### src/rtl/defines.sv
// rtl/defines.sv - shared RV32I pipeline parameters
package defines;
    localparam int DATA_WIDTH = 32;
endpackage

### src/rtl/pc_select.sv
// rtl/pc_select.sv - Fetch next-PC mux with misalign flag and redirect tracking
// Optional PC_SEL_STATS_EN builds the saturating taken-redirect counter.
module pc_select
    import defines::*;
(
    input  logic                  clk,
    input  logic                  rst,
    input  logic [DATA_WIDTH-1:0] pc_plus4_i,
    input  logic [DATA_WIDTH-1:0] branch_target_addr_i,
    input  logic                  PCSrc_i,
    output logic [DATA_WIDTH-1:0] pc_sel_o,
    output logic                  misalign_o,
    output logic                  redirect_q_o,
    output logic [31:0]           redirect_cnt_o
);

    logic w_target_misaligned;
    logic r_redirect_q;

    // Select path stays purely combinational and ignores rst.
    assign w_target_misaligned = (branch_target_addr_i[1:0] != 2'b00);
    assign pc_sel_o            = PCSrc_i ? branch_target_addr_i : pc_plus4_i;
    assign misalign_o          = PCSrc_i & w_target_misaligned;

    always_ff @(posedge clk) begin
        if (rst) begin
            r_redirect_q <= 1'b0;
        end else begin
            r_redirect_q <= PCSrc_i;
        end
    end

    assign redirect_q_o = r_redirect_q;

`ifdef PC_SEL_STATS_EN
    logic [31:0] r_redirect_cnt;

    // Saturates so a long run never reports a small wrapped count.
    always_ff @(posedge clk) begin
        if (rst) begin
            r_redirect_cnt <= 32'h0;
        end else if (PCSrc_i && (r_redirect_cnt != 32'hFFFF_FFFF)) begin
            r_redirect_cnt <= r_redirect_cnt + 32'd1;
        end
    end

    assign redirect_cnt_o = r_redirect_cnt;
`else
    assign redirect_cnt_o = 32'h0;
`endif

endmodule

### config.mk
export PLATFORM = sky130hd
export DESIGN_NAME = pc_select
export DESIGN_NICKNAME = d
export VERILOG_FILES = /design/src/rtl/defines.sv /design/src/rtl/pc_select.sv
export SDC_FILE = /design/constraint.sdc
export NUM_CORES = 1
export LEC_CHECK = 0
export CORE_MARGIN = 2
export CORE_UTILIZATION = 24
export DETAILED_ROUTE_END_ITERATION = 7
export GPL_TIMING_DRIVEN = 0
export MAX_ROUTING_LAYER = met4
export PLACE_DENSITY_LB_ADDON = 0.2
export SYNTH_ARGS = -nofsm -noshare
export SYNTH_HDL_FRONTEND = slang
export SYNTH_SLANG_ARGS = --single-unit
### constraint.sdc
create_clock -name clk -period 1.8 [get_ports clk]
set_input_delay 0.45 -clock clk [delete_from_list [all_inputs] [get_ports clk]]
set_output_delay 0.45 -clock clk [all_outputs]
set_load 0.005 [all_outputs]
== After elaboration in Yosys (flattened, before gate mapping) ==
Index checks and enable logic that the tools add are counted.
Word-level totals
  register bits: 1
  input port bits: 67
  word-level logic and storage cells: 4
  output and inout bits: 66
Operators by class
  bitwise logic cells: 1
  multiplexer cells: 1
  reduce and logical (&&, ||, !) cells: 1
Operator list (count)
  2-to-1 mux 32 bit: 1
  nonzero test 2 bit: 1
  bitwise AND 1 bit: 1

== Depth between registers and ports, before layout ==
Gate-level depths: netlist of run 1.
  depth after elaboration: 2
  depth in mapped cells: 3

== Worst setup path after synthesis of run 1 ==
OpenSTA, ideal clock, no wires.
  path kind: input-to-output
  start point: input port PCSrc_i
  end point: output port pc_sel_o[22]
  cell stages on the path: 3
  slack: 0.332 ns
  required time: 1.350 ns
  arrival time: 1.018 ns
  path buffers: 2
  cell sequence: buf_6 buf_8 mux2_4
On the way
  cells in the longest elaborated chain, start to end: 1
RTL lines
  from (decl): line pc_select.sv:10  | input logic PCSrc_i,
  2-to-1 mux 32 bit: line pc_select.sv:22  | assign pc_sel_o = PCSrc_i ? branch_target_addr_i : pc_plus4_i;
  to (decl): line pc_select.sv:11  | output logic [DATA_WIDTH-1:0] pc_sel_o,
No other way between the ends.

== Worst setup path in the final report of run 1 ==
  start point: input port pc_plus4_i[12]
  end point: output port pc_sel_o[12]
On the way
  cells in the longest elaborated chain, start to end: 1
RTL lines
  from (decl): line pc_select.sv:8  | input logic [DATA_WIDTH-1:0] pc_plus4_i,
  2-to-1 mux 32 bit: line pc_select.sv:22
No other way between the ends.

==> results of run 1 <==
worst min-delay path by stage:
stage	from	slack [ns]	end	depth (start not counted)
finish	PCSrc_i	0.91	redirect_q_o$_SDFF_PP0_	3
global route	PCSrc_i	0.93	redirect_q_o$_SDFF_PP0_	3
CTS	PCSrc_i	0.92	redirect_q_o$_SDFF_PP0_	3
detailed placement	PCSrc_i	0.92	redirect_q_o$_SDFF_PP0_	3
global placement	PCSrc_i	0.91	redirect_q_o$_SDFF_PP0_	3
floorplan	rst	0.52	redirect_q_o$_SDFF_PP0_	1
stage by stage:
stage	worst slack (ns)	hold WS, ns	TNS, ns
floorplan	0.332	0.522	0
global placement	-0.240	0.906	-6.94
detailed placement	-0.246	0.917	-7.17
CTS	0.00282	0.917	0
global route	0.000167	0.925	0
finish	0.0157	0.911	0
placed cells by master (no fill, tap or decap), drive strengths merged:
cell type	instances
clkdlybuf4s50	66
buf	37
conb	32
mux2	32
clkdlybuf4s15	17
clkbuf	14
o21a	1
nor2b	1
dlygate4sd2	1
dfxtp	1
power by group through the flow:
stage / Clock, uW / Sequential (uW) / Combinational, uW
floorplan: 0 / 24.3 / 200
global route: 0 / 24.2 / 458
global placement: 0 / 24.1 / 461
CTS: 0 / 24.1 / 439
detailed placement: 0 / 24.1 / 467
finish: 0 / 24.1 / 427
metal layers:
layer / track usage, % / vias up / wire length (microns)
li1: - / 441 / -
met1: 12.5 / 392 / 879
met2: 22.5 / 63 / 1560
met3: 2.07 / 0 / 407
met4: 0 / 0 / 0
met5: - / - / 0
cell type report:
type	instances	area, sq um
repair buffers	99	915
multi-input cells	66	599
well taps	46	57.6
plain buffers	36	307
fillers	317	1390
flip-flops and latches	1	20.0
kinds of logic (layout without fill, tap and decap cells):
| kind of cell | count (synthesis) | in the layout | share of synthesized area (%) |
|---|---|---|---|
| buffers and inverters | 36 | 135 | 37.9 |
| muxes | 32 | 32 | 57.5 |
| other | 1 | 32 | 0.463 |
| AOI/OAI and AO/OA | 1 | 1 | 0.928 |
| DFF | 1 | 1 | 2.47 |
| and+or+nand+nor | 1 | 1 | 0.773 |
what timing repair did:
item,in CTS,in global routing
resized for setup,67,14
setup endpoints to repair,33,14
pin swaps,0,0
hold buffers,0,0
setup buffers,0,0
==> metrics.yaml, run 1 <==
power:
  p_seq_share_pct: 5.3
  switching_share_pct: 25.2
  p_switching_uw: 114
  power.total_uw: 451
  clockPowerShare_pct: 0
  p_leak_uw: 0.000972
  combPwrFrac_pct: 94.7
  vdd_drop_max_mv: 0.120
  power.internal_uw: 337
  pwr_density_cell_nw_per_um2: 238
clock_tree:
  path_clk_slew_ns: 0
synth:
  ys.warnings.count: 0
  synth.top_cell.area_share_pct: 51.9
  yosys.area.top_type: "mux2_4"
  synth_edf_count: 0
  syn_inst: 72
  netlist_area_sq_um: 810
  synth_seq_cells: 1
  synth_common_cells: "buf_4 (32), mux2_4 (28), mux2_2 (4), buf_12 (2)"
  yosysMostFrequentCell: "buf_4"
  ys_seq_area_share_pct: 2.47
  yosysUniqueCellTypes: 10
  synth_flop_cell: "dfxtp_1"
  synth_area_leaders: "mux2_4 (52%), buf_4 (30%), mux2_2 (5.6%), buf_12 (4.9%), dfxtp_1 (2.5%)"
  async_reset_ff_share_pct: 0
  synth_area_per_cell_sq_um: 11.2
placement:
  place_congestion: 0.772
  port-buffer-count: 99
  placed_cells: 248
  dp_hpwl_microns: 2660
  dpl_cell_area_sq_um: 1970
drt:
  wl_microns: 2850
  dr.pass1.iters: 4
  ant_nets: 0
  vias: 896
  drtIter0Drc: 6
  vias_per_cell: 3.61
  post-route-drc-count: 0
  wl_per_cell_microns: 11.5
job:
  maxCapViolations: 0
critical_path:
  critPathRequiredTime_ns: 1.35
  critPathSlowestCell: "clkdlybuf4s50_1"
  critPathArrivalTime_ns: 1.33
  critPathMaxStageDelay_ns: 0.40
  crit_type: "input pin to output port"
  worstPathMaxFanout: 1
  crit_path_end_kind: "output port"
  crit_buf_inv: 2
  worstSetupEndpoint: "pc_sel_o[12]"
  crit_cells: 3
  path_cells: "clkdlybuf4s50_1 > mux2_4 > clkdlybuf4s15_1"
  start_kind: "input pin"
  cp-startpoint: "pc_plus4_i[12]"
  critPathTopFamily: "buffers and inverters"
floorplanning:
  core_sq_um: 3280
  start_util_pct: 24.6
  die_h_microns: 62.1
  dieWidth_microns: 62.1
  num_io_pins: 133
  dieArea_sq_um: 3850
  rows: 21
global_route:
  grt_antenna_before_repair: 0
  grt-ovfl-total: 0
  grt_max_degree: 11
  grt_pass1_wl_microns: 3280
  grtUsageTotal_pct: 11.4
  grt_pass1_vias: 728
timing:
  finalCritPeriodShare_pct: 99.1
  period_minus_slack_ns: 1.78
  setup_viol: 0
  finalMaxSlewViolations: 0
  rsz0062_at_grt: "no"
  clock.fmax_mhz: 560
  hold_viol: 0
final_layout:
  diodes: 0
  largest_reg_flops: 1
  final_layout_size_suffix_gt1_share_pct: 41.1
  fin_cells: 248
  fin_area_sq_um: 1900
  area_delta_synth_final_pct: 134
  fin_nets: 271
  final_core_util_pct: 57.8
status:
  status: "completed"
worst_hold_path:
  min-delay-path-class: "input pin to register"
Power figures use the tool's default switching activity.
==> run 2: changes to the inputs <==
--- a/config.mk
+++ b/config.mk
@@ -6,8 +6,9 @@
 export NUM_CORES = 1
 export LEC_CHECK = 0
 export CORE_MARGIN = 2
-export CORE_UTILIZATION = 24
+export CORE_UTILIZATION = 29
 export DETAILED_ROUTE_END_ITERATION = 7
+export DONT_BUFFER_PORTS = 1
 export GPL_TIMING_DRIVEN = 0
 export MAX_ROUTING_LAYER = met4
 export PLACE_DENSITY_LB_ADDON = 0.2
==> run 2 against run 1 <==
  * Die area decreased by 16%
  * Worst setup slack improved by 0.28 ns
  * Fmax increased by 19%
  * Critical endpoint is now pc_sel_o[30]
  * Largest cell class is now multi-input combinational cells
  * Largest power group unchanged
==> metrics.yaml, run 2 (synthesis gave the netlist of run 1 again) <==
status:
  status: "completed"
worst_hold_path:
  min_delay_worst_endpoint: "redirect_q_o$_SDFF_PP0_"
  hold_depth: 1
  min-delay-path-class: "input pin to register"
  hp-start: "rst"
timing:
  setup_tns_ns: 0
  rsz0062_at_grt: "no"
  setup_viol: 0
  finalCritPeriodShare_pct: 83.5
  clock.fmax_mhz: 666
  finalWorstSetupSlack_ns: 0.297
  finalMaxSlewViolations: 0
  period_minus_slack_ns: 1.50
  hold_viol: 0
final_layout:
  area_delta_synth_final_pct: 19.2
  fin_cells: 134
  layout_common_cells: "buf_4 (32), conb_1 (32), mux2_4 (28)"
  fill_cells: 284
  final_layout_size_suffix_gt1_share_pct: 66.0
  diodes: 0
  final_core_util_pct: 35.6
  largest_reg_flops: 1
  fin_nets: 172
floorplanning:
  dieArea_sq_um: 3230
  die_h_microns: 56.8
  core_sq_um: 2710
  num_io_pins: 133
  start_util_pct: 29.9
  rows: 19
  dieWidth_microns: 56.8
job:
  maxCapViolations: 0
critical_path:
  start_kind: "input pin"
  critPathArrivalTime_ns: 1.05
  critPathSlowestCell: "mux2_4"
  crit_cells: 3
  critPathRequiredTime_ns: 1.35
  crit_type: "input pin to output port"
  crit_buf_inv: 2
  worstPathMaxFanout: 10
  crit_path_end_kind: "output port"
  path_cells: "buf_6 > buf_8 > mux2_4"
  critPathTopFamily: "multiplexers"
  critPathMaxStageDelay_ns: 0.32
drt:
  post-route-drc-count: 0
  wl_microns: 1750
  vias: 504
  met2_length_microns: 912
  maxUsedRoutingLayer: "met3"
  wl_met3_microns: 311
  wl_met1_microns: 525
  drtIter0Drc: 5
  wl_per_cell_microns: 13.1
  ant_nets: 0
  dr.pass1.iters: 2
  vias_per_cell: 3.76
global_route:
  grt-ovfl-total: 0
  grt_antenna_before_repair: 0
  grt_pass1_wl_microns: 2180
  grt_pass1_vias: 415
  grtUsageTotal_pct: 8.63
  grt_max_degree: 11
placement:
  dp_hpwl_microns: 1660
  place_congestion: 0.662
  place_ws_ns: 0.288
  port-buffer-count: 0
  placed_cells: 134
power:
  p_leak_uw: 0.000569
  pwr_density_cell_nw_per_um2: 248
  vdd_drop_max_mv: 0.0991
clock_tree:
  cts_resized: 0
  cts_setup_buffers: 0
  path_clk_slew_ns: 0
  ctsHoldBuffers: 0
## run 2: cell types whose count changed in the layout (fill, tap and decap cells not counted), sizes merged
| cell | change |
|---|---|
| clkdlybuf4s50 | -66 |
| clkbuf | -14 |
| clkdlybuf4s15 | -17 |
| buf | -1 |
| dlygate4sd2 | -1 |
## run 2: worst max-delay path by stage
stage / startpoint / end / slack [ns]
3_3_place_gp: PCSrc_i / pc_sel_o[25] / 0.29
6_report: PCSrc_i / pc_sel_o[30] / 0.30
3_5_place_dp: PCSrc_i / pc_sel_o[30] / 0.29
5_1_grt: PCSrc_i / pc_sel_o[26] / 0.27
4_1_cts: PCSrc_i / pc_sel_o[30] / 0.29
2_1_floorplan: PCSrc_i / pc_sel_o[22] / 0.33
## run 2: routing by layer
metal	up-vias	track usage [%]
met4	0	0
met3	0	1.84
met2	62	16.6
met5	-	-
li1	242	-
met1	200	9.64
## run 2: stage by stage
step / instance area (sq um) / power, uW / hold slack (ns)
6_report: 965 / 239 / 0.529
5_1_grt: 965 / 255 / 0.539
3_5_place_dp: 965 / 239 / 0.532
3_3_place_gp: 965 / 238 / 0.524
4_1_cts: 965 / 239 / 0.532
2_1_floorplan: 926 / 224 / 0.522
## run 2: layout make-up
cell class / count / area (sq um) / share of cell area (%)
buffer: 36 / 307 / 31.8
multi-input combinational: 66 / 599 / 62.1
sequential: 1 / 20.0 / 2.08
tap: 31 / 38.8 / 4.02
## run 2: power by group
group | internal (uW) | switching [uW] | total (uW)
logic | 139 | 74.9 | 214
clock network | 0 | 0 | 0
registers | 23.8 | 0.634 | 24.5
total | 163 | 75.6 | 239
